**config.mk**
```make
export PLATFORM = sky130hd
export DESIGN_NAME = minutes_seconds_register_flat
export DESIGN_NICKNAME = d
export VERILOG_FILES = /design/src/rtl/minutes_seconds_register_if.sv /design/src/rtl/minutes_seconds_register.sv /design/src/flat_wrapper.sv
export SDC_FILE = /design/constraint.sdc
export NUM_CORES = 1
export LEC_CHECK = 0
export ABC_AREA = 1
export BUFFER_PORTS_ARGS = -buffer_cell sky130_fd_sc_hd__buf_2
export CORE_AREA = 2 2 39 41
export CTS_CLUSTER_SIZE = 25
export DETAILED_ROUTE_END_ITERATION = 10
export DIE_AREA = 0 0 41 43
export PLACE_DENSITY = 0.65
export RECOVER_POWER = 50
export SYNTH_ARGS = -nofsm -noshare
export SYNTH_HDL_FRONTEND = slang
export SYNTH_SLANG_ARGS = --single-unit
export TNS_END_PERCENT = 30
```
**constraint.sdc**
```tcl
create_clock -name clk -period 1.45 [get_ports clk]
set_input_delay 0.29 -clock clk [delete_from_list [all_inputs] [get_ports clk]]
set_output_delay 0.29 -clock clk [all_outputs]
set_load 0.005 [all_outputs]
```
**src/rtl/minutes_seconds_register_if.sv**
```systemverilog
// Bus bundle for one minutes/seconds BCD counter stage.
// The master side drives the count enable; the slave (the counter) returns
// the registered digits and the combinational rollover flag.
interface minutes_seconds_register_if;
    logic       en;
    logic       overflow;
    logic [3:0] data_msd;
    logic [3:0] data_lsd;

    modport master (
        output en,
        input  overflow,
        input  data_msd,
        input  data_lsd
    );

    modport slave (
        input  en,
        output overflow,
        output data_msd,
        output data_lsd
    );
endinterface

```
**src/rtl/minutes_seconds_register.sv**
```systemverilog
// Two-digit BCD modulo-(MSD_MAX+1)(LSD_MAX+1) counter, 00..59 by default.
// Used for both the seconds and the minutes field of the clock; stages cascade
// by enabling the next one with overflow & en of the previous one, so 59:59
// rolls to 00:00 on a single edge.
// Out-of-range digit codes are treated as "at max", so the next enabled
// increment forces that digit back to 0 and the counter recovers by itself.
module minutes_seconds_register #(
    parameter int MSD_MAX = 5,
    parameter int LSD_MAX = 9
) (
    input  logic                      clk,
    input  logic                      reset,
    minutes_seconds_register_if.slave bus
);

    localparam logic [3:0] MSD_TOP = 4'(MSD_MAX);
    localparam logic [3:0] LSD_TOP = 4'(LSD_MAX);

    logic [3:0] msd;
    logic [3:0] lsd;
    logic       lsd_at_max;
    logic       msd_at_max;

    // ">=" rather than "==" so illegal codes behave like the top value.
    assign lsd_at_max = (lsd >= LSD_TOP);
    assign msd_at_max = (msd >= MSD_TOP);

    // Digit registers: reset wins over enable; units carry into tens.
    always_ff @(posedge clk) begin
        if (reset) begin
            msd <= 4'd0;
            lsd <= 4'd0;
        end else if (bus.en) begin
            if (lsd_at_max) begin
                lsd <= 4'd0;
                if (msd_at_max) begin
                    msd <= 4'd0;
                end else begin
                    msd <= msd + 4'd1;
                end
            end else begin
                lsd <= lsd + 4'd1;
            end
        end
    end

    // Rollover flag is purely combinational so the downstream stage sees it
    // in the same cycle and updates on the same edge as this one.
    assign bus.overflow = bus.en & lsd_at_max & msd_at_max;
    assign bus.data_msd = msd;
    assign bus.data_lsd = lsd;

endmodule

```
**src/flat_wrapper.sv**
```systemverilog
// flat-port wrapper written by rule: the top's interface ports become plain ports
module minutes_seconds_register_flat 
#(
    parameter int MSD_MAX = 5,
    parameter int LSD_MAX = 9
)
  (clk, reset, bus_en, bus_overflow, bus_data_msd, bus_data_lsd);
  minutes_seconds_register_if bus_i ();
  input  logic clk;
  input  logic reset;
  input wire logic [$bits(bus_i.en)-1:0] bus_en;
  output wire logic [$bits(bus_i.overflow)-1:0] bus_overflow;
  output wire logic [$bits(bus_i.data_msd)-1:0] bus_data_msd;
  output wire logic [$bits(bus_i.data_lsd)-1:0] bus_data_lsd;
  assign bus_i.en = bus_en;
  assign bus_overflow = bus_i.overflow;
  assign bus_data_msd = bus_i.data_msd;
  assign bus_data_lsd = bus_i.data_lsd;
  minutes_seconds_register #(.MSD_MAX(MSD_MAX), .LSD_MAX(LSD_MAX)) u_core (.clk(clk), .reset(reset), .bus(bus_i));
endmodule
```
After elaboration in Yosys (flattened, before gate mapping). Index checks and enable logic that the tools add are counted.

Register bits: 8. Logic and storage cells: 11. Output and inout bits: 9.

Reductions and logical operators: 1. $lt $le $gt $ge: 2. Bitwise operators: 2. Add/subtract/negate cells: 2. Muxes and demuxes: 2.

Operators with widths (number): $add A4 B1 Y4 const B (2); $mux W4 (2); $ge A4 B3 Y1 const B (1); $ge A4 B4 Y1 const B (1); $and A1 B1 Y1 (2); $reduce_and A2 Y1 (1).

Longest topological paths before layout.
Depth after elaboration: 3. Gate-level depth with buffers: 9. Gate-level depth less buffers: 9.

Worst setup path after synthesis. Ideal clock, no wire load.

Path kind: register -> output. From: register u_core.msd[0] (netlist: u_core.bus.data_msd[0]). To: output bus_overflow. Required time: 1.160 ns. Cell stages (with the launch flop): 6. Buffers on the path: 0. Arrival time: 0.966 ns. Setup slack: 0.194 ns. Path through: dfxtp_1 inv_1 ha_1 nand2_1 nand2_1 a21oi_1.

Longest elaborated chain between the ends: 2.

Ends and longest elaborated chain: start: declaration (RTL line minutes_seconds_register.sv:19) `logic [3:0] msd;`; start signal: assignment (RTL line minutes_seconds_register.sv:39) `msd <= msd + 4'd1;`; $ge A4 B3 Y1 (RTL line minutes_seconds_register.sv:26) `assign msd_at_max = (msd >= MSD_TOP);`; $and A1 B1 Y1 (RTL line minutes_seconds_register.sv:49) `assign bus.overflow = bus.en & lsd_at_max & msd_at_max;`; end: declaration (RTL line flat_wrapper.sv:12) `output wire logic [$bits(bus_i.overflow)-1:0] bus_overflow;`.

Every way passes these cells.

Worst setup path after layout.
From: register u_core.lsd[1] (netlist: u_core.bus.data_lsd[1]). To: output bus_overflow.

Longest elaborated chain between the ends: 3.

Ends and longest elaborated chain: start: declaration (RTL line minutes_seconds_register.sv:20) `logic [3:0] lsd;`; start signal: assignment (RTL line minutes_seconds_register.sv:42) `lsd <= lsd + 4'd1;`; $ge A4 B4 Y1 (RTL line minutes_seconds_register.sv:25) `assign lsd_at_max = (lsd >= LSD_TOP);`; $and A1 B1 Y1 (2 in a row) (RTL line minutes_seconds_register.sv:49).

Every way passes these cells.

==> flow_summary.yaml <==
outcome:
  status: "finished with violations"
  failed_checks: "setup timing"
sta:
  post-route-period-util: 1.02
  final-setup-viol-count: 1
  slew_violations: 0
  timing.fmax_ghz: 0.674
  fin_crit_ns: 1.48
  setup_ws_ns: -0.0339
  finalClockSkew_ns: 0.00468
  rsz0062_at_grt: "true"
  tightest_slew_ns: 0.206
  slew_headroom: 0.863
  finalHoldViolCount: 0
logic_synthesis:
  yosys.area.top_type: "dfxtp_1"
  synth_edf_count: 0
  syn_area_um2: 504
  ys_ff_latch: 8
  syn-num-nets: 82
  yosys-top-cells-area: "dfxtp_1 (32%), ha_1 (15%), nand2_1 (14%), inv_1 (9.7%), nor2_1 (7.4%)"
  seq_area_frac_synth: 0.318
  synth_area_per_cell_um2: 6.91
  synthArstFlopShare: 0
  yosys_warnings: 0
  yosys.area.top_type_share: 0.318
  synth.distinct_cells: 16
  ys.flop_type: "dfxtp_1"
  synth_cells: 73
global_routing:
  grtUsageMet2: 0.228
  met1_usage: 0.172
  grt_max_degree: 7
  grt_pass1_vias: 458
  antenna_found_initial: 0
  use_met3: 0.0471
  grt_overflow: 0
  grt_pass1_wl_um: 1750
  track_usage: 0.145
  busiest_layer: "met2"
critical_path:
  slowest_stage: "dfxtp_2"
  reg2reg_slack_ns: 0.24
  path_cells: "inv_2 > ha_4 > nor2_4 > nand2_2 > nand2_4 > a21oi_2 > buf_2"
  crit_fanout: 2
  critical_path_class: "register to output port"
  crit_required_ns: 1.16
  critical_path.max_stage_delay_ns: 0.33
  crit_path_start_kind: "register"
  cp.arrival_ns: 1.19
  endpoint_kind: "output port"
clock_network:
  clk_path_buf_depth: 2
  cts_max_level: 1
  cts_tree: "yes"
  cts.reportedPaths.clkPinSlew_ns: 0.06
  cts-root-buf: "clkbuf_4"
  cts_sinks: 8
  hold_buffers: 0
  cts_made_buffers: 3
  clock_latency_ns: 0.26
die:
  dieWidth_um: 41
  dieArea_um2: 1760
  ios: 12
  die_height_um: 43
  design.core.area_um2: 1380
  rows: 14
  start_util: 0.364
final_layout:
  drive_above_1_share: 0.457
  antenna-diode-count: 0
  fill_cells: 147
  nets: 105
  synthToLayoutAreaGrowth_pct: 43.2
drt:
  vias_per_cell: 4.53
  wl_per_cell_um: 9.25
  vias: 498
  antenna_left: 0
  routed_wirelength_um: 1020
  first_pass_iters: 2
  drtIter0Drc: 2
  drc: 0
pwr:
  ir_drop_uv: 461
  power_leakage_nw: 0.411
  power_density_nw_per_um2: 635
  p_total_w: 0.000459
place:
  dp_slack_ns: 0.107
  io_buffers: 11
  dpl.hpwl_um: 738
  place_congestion: 0.695
flow_run:
  maxCapViolations: 0
worst_hold_path:
  min_path_type: "input port to register"
## placed cells by master, fill, tap and decap left out
cell	count
o21ai_0	1
dfxtp_2	1
nand3_1	5
xor2_1	1
dfxtp_4	3
buf_2	10
nand2_4	1
nor3_2	1
ha_4	3
clkbuf_1	1
inv_4	2
a21oi_2	1
ha_1	2
inv_1	9
nor2_1	10
nor2_4	1
mux2i_1	1
clkbuf_4	3
ha_2	1
clkinv_2	1
nand2_2	5
nand2_1	17
buf_4	7
inv_2	3
dfxtp_1	4
## worst paths after layout
path / start / endpoint / cells past startpoint
setup reg to reg: u_core.bus.data_lsd[1]$_SDFFE_PP0P_ / u_core.bus.data_lsd[1]$_SDFFE_PP0P_ / 8
setup / recovery: u_core.bus.data_lsd[1]$_SDFFE_PP0P_ / bus_overflow / 7
hold / removal: reset / u_core.bus.data_msd[2]$_SDFFE_PP0P_ / 4
hold reg to reg: u_core.bus.data_lsd[3]$_SDFFE_PP0P_ / u_core.bus.data_lsd[3]$_SDFFE_PP0P_ / 2
## layout make-up
class                           instances  area, um2  share of cell area
Tap cell                               16       20.0              0.0277
Multi-Input combinational cell         50        338               0.468
Timing Repair Buffer                   18        106               0.147
Clock buffer                            3       22.5              0.0312
Inverter                               15       62.6              0.0867
Sequential cell                         8        173               0.239
## state kept, by name (all words and copies together), names as in the netlist
signal / count
u_core.bus.data_msd: 4
u_core.bus.data_lsd: 4
## synth_stat cells (3+ instances only)
| cell | instances |
|---|---|
| ha_1 | 6 |
| inv_1 | 13 |
| nand2_2 | 3 |
| nor2_1 | 10 |
| nand2_1 | 19 |
| nand3_1 | 5 |
| dfxtp_1 | 8 |
## repair_timing
item                                    4_1_cts  5_1_grt
pin swaps                                     5        4
endpoints found under the setup margin        1        1
setup buffers                                 3        2
gates resized for setup                      13       10
## metal layers
metal | vias up | share of wire
met5 | - | 0
met4 | 0 | 0.019
met3 | 2 | 0.047
met2 | 12 | 0.49
met1 | 221 | 0.44
li1 | 263 | -
## worst max-delay path, delay by kind of cell (launching register included)
family	cells	cell delay, ns
adder cells (fa/ha/maj)	1	0.16
AND/OR/NAND/NOR	3	0.24
buffers and inverters	2	0.17
flip-flops	1	0.33
AO/OA/AOI/OAI	1	0.03
## cell families (layout without fill, tap and decap cells)
| family | count (synthesis) | in the layout | synth area share |
|---|---|---|---|
| AND/OR/NAND/NOR | 40 | 40 | 0.357 |
| buffers and inverters | 15 | 36 | 0.119 |
| flip-flops | 8 | 8 | 0.318 |
| adder cells (fa/ha/maj) | 6 | 6 | 0.149 |
| AO/OA/AOI/OAI | 2 | 2 | 0.0198 |
| XOR/XNOR | 1 | 1 | 0.0174 |
| multiplexers | 1 | 1 | 0.0199 |
## per-stage QoR
| step | hold WS (ns) | cell area, um2 | cells | setup TNS, ns | util |
|---|---|---|---|---|---|
| floorplan | 0.442 | 504 | 73 | 0 | - |
| global placement | 0.550 | 594 | 102 | 0 | 0.429 |
| detailed placement | 0.541 | 594 | 102 | 0 | 0.429 |
| CTS | 0.342 | 671 | 108 | -0.0464 | 0.485 |
| global route | 0.363 | 722 | 110 | -0.0983 | 0.522 |
| finish | 0.339 | 722 | 110 | -0.0339 | 0.522 |
## power breakdown
part           internal [W]  leakage [nW]  switching, W
Sequential         0.000222        0.0675    0.00000555
Combinational     0.0000277         0.330     0.0000310
Clock             0.0000948        0.0138     0.0000777
Total              0.000344         0.411      0.000114
Power figures use the tool's default switching activity.
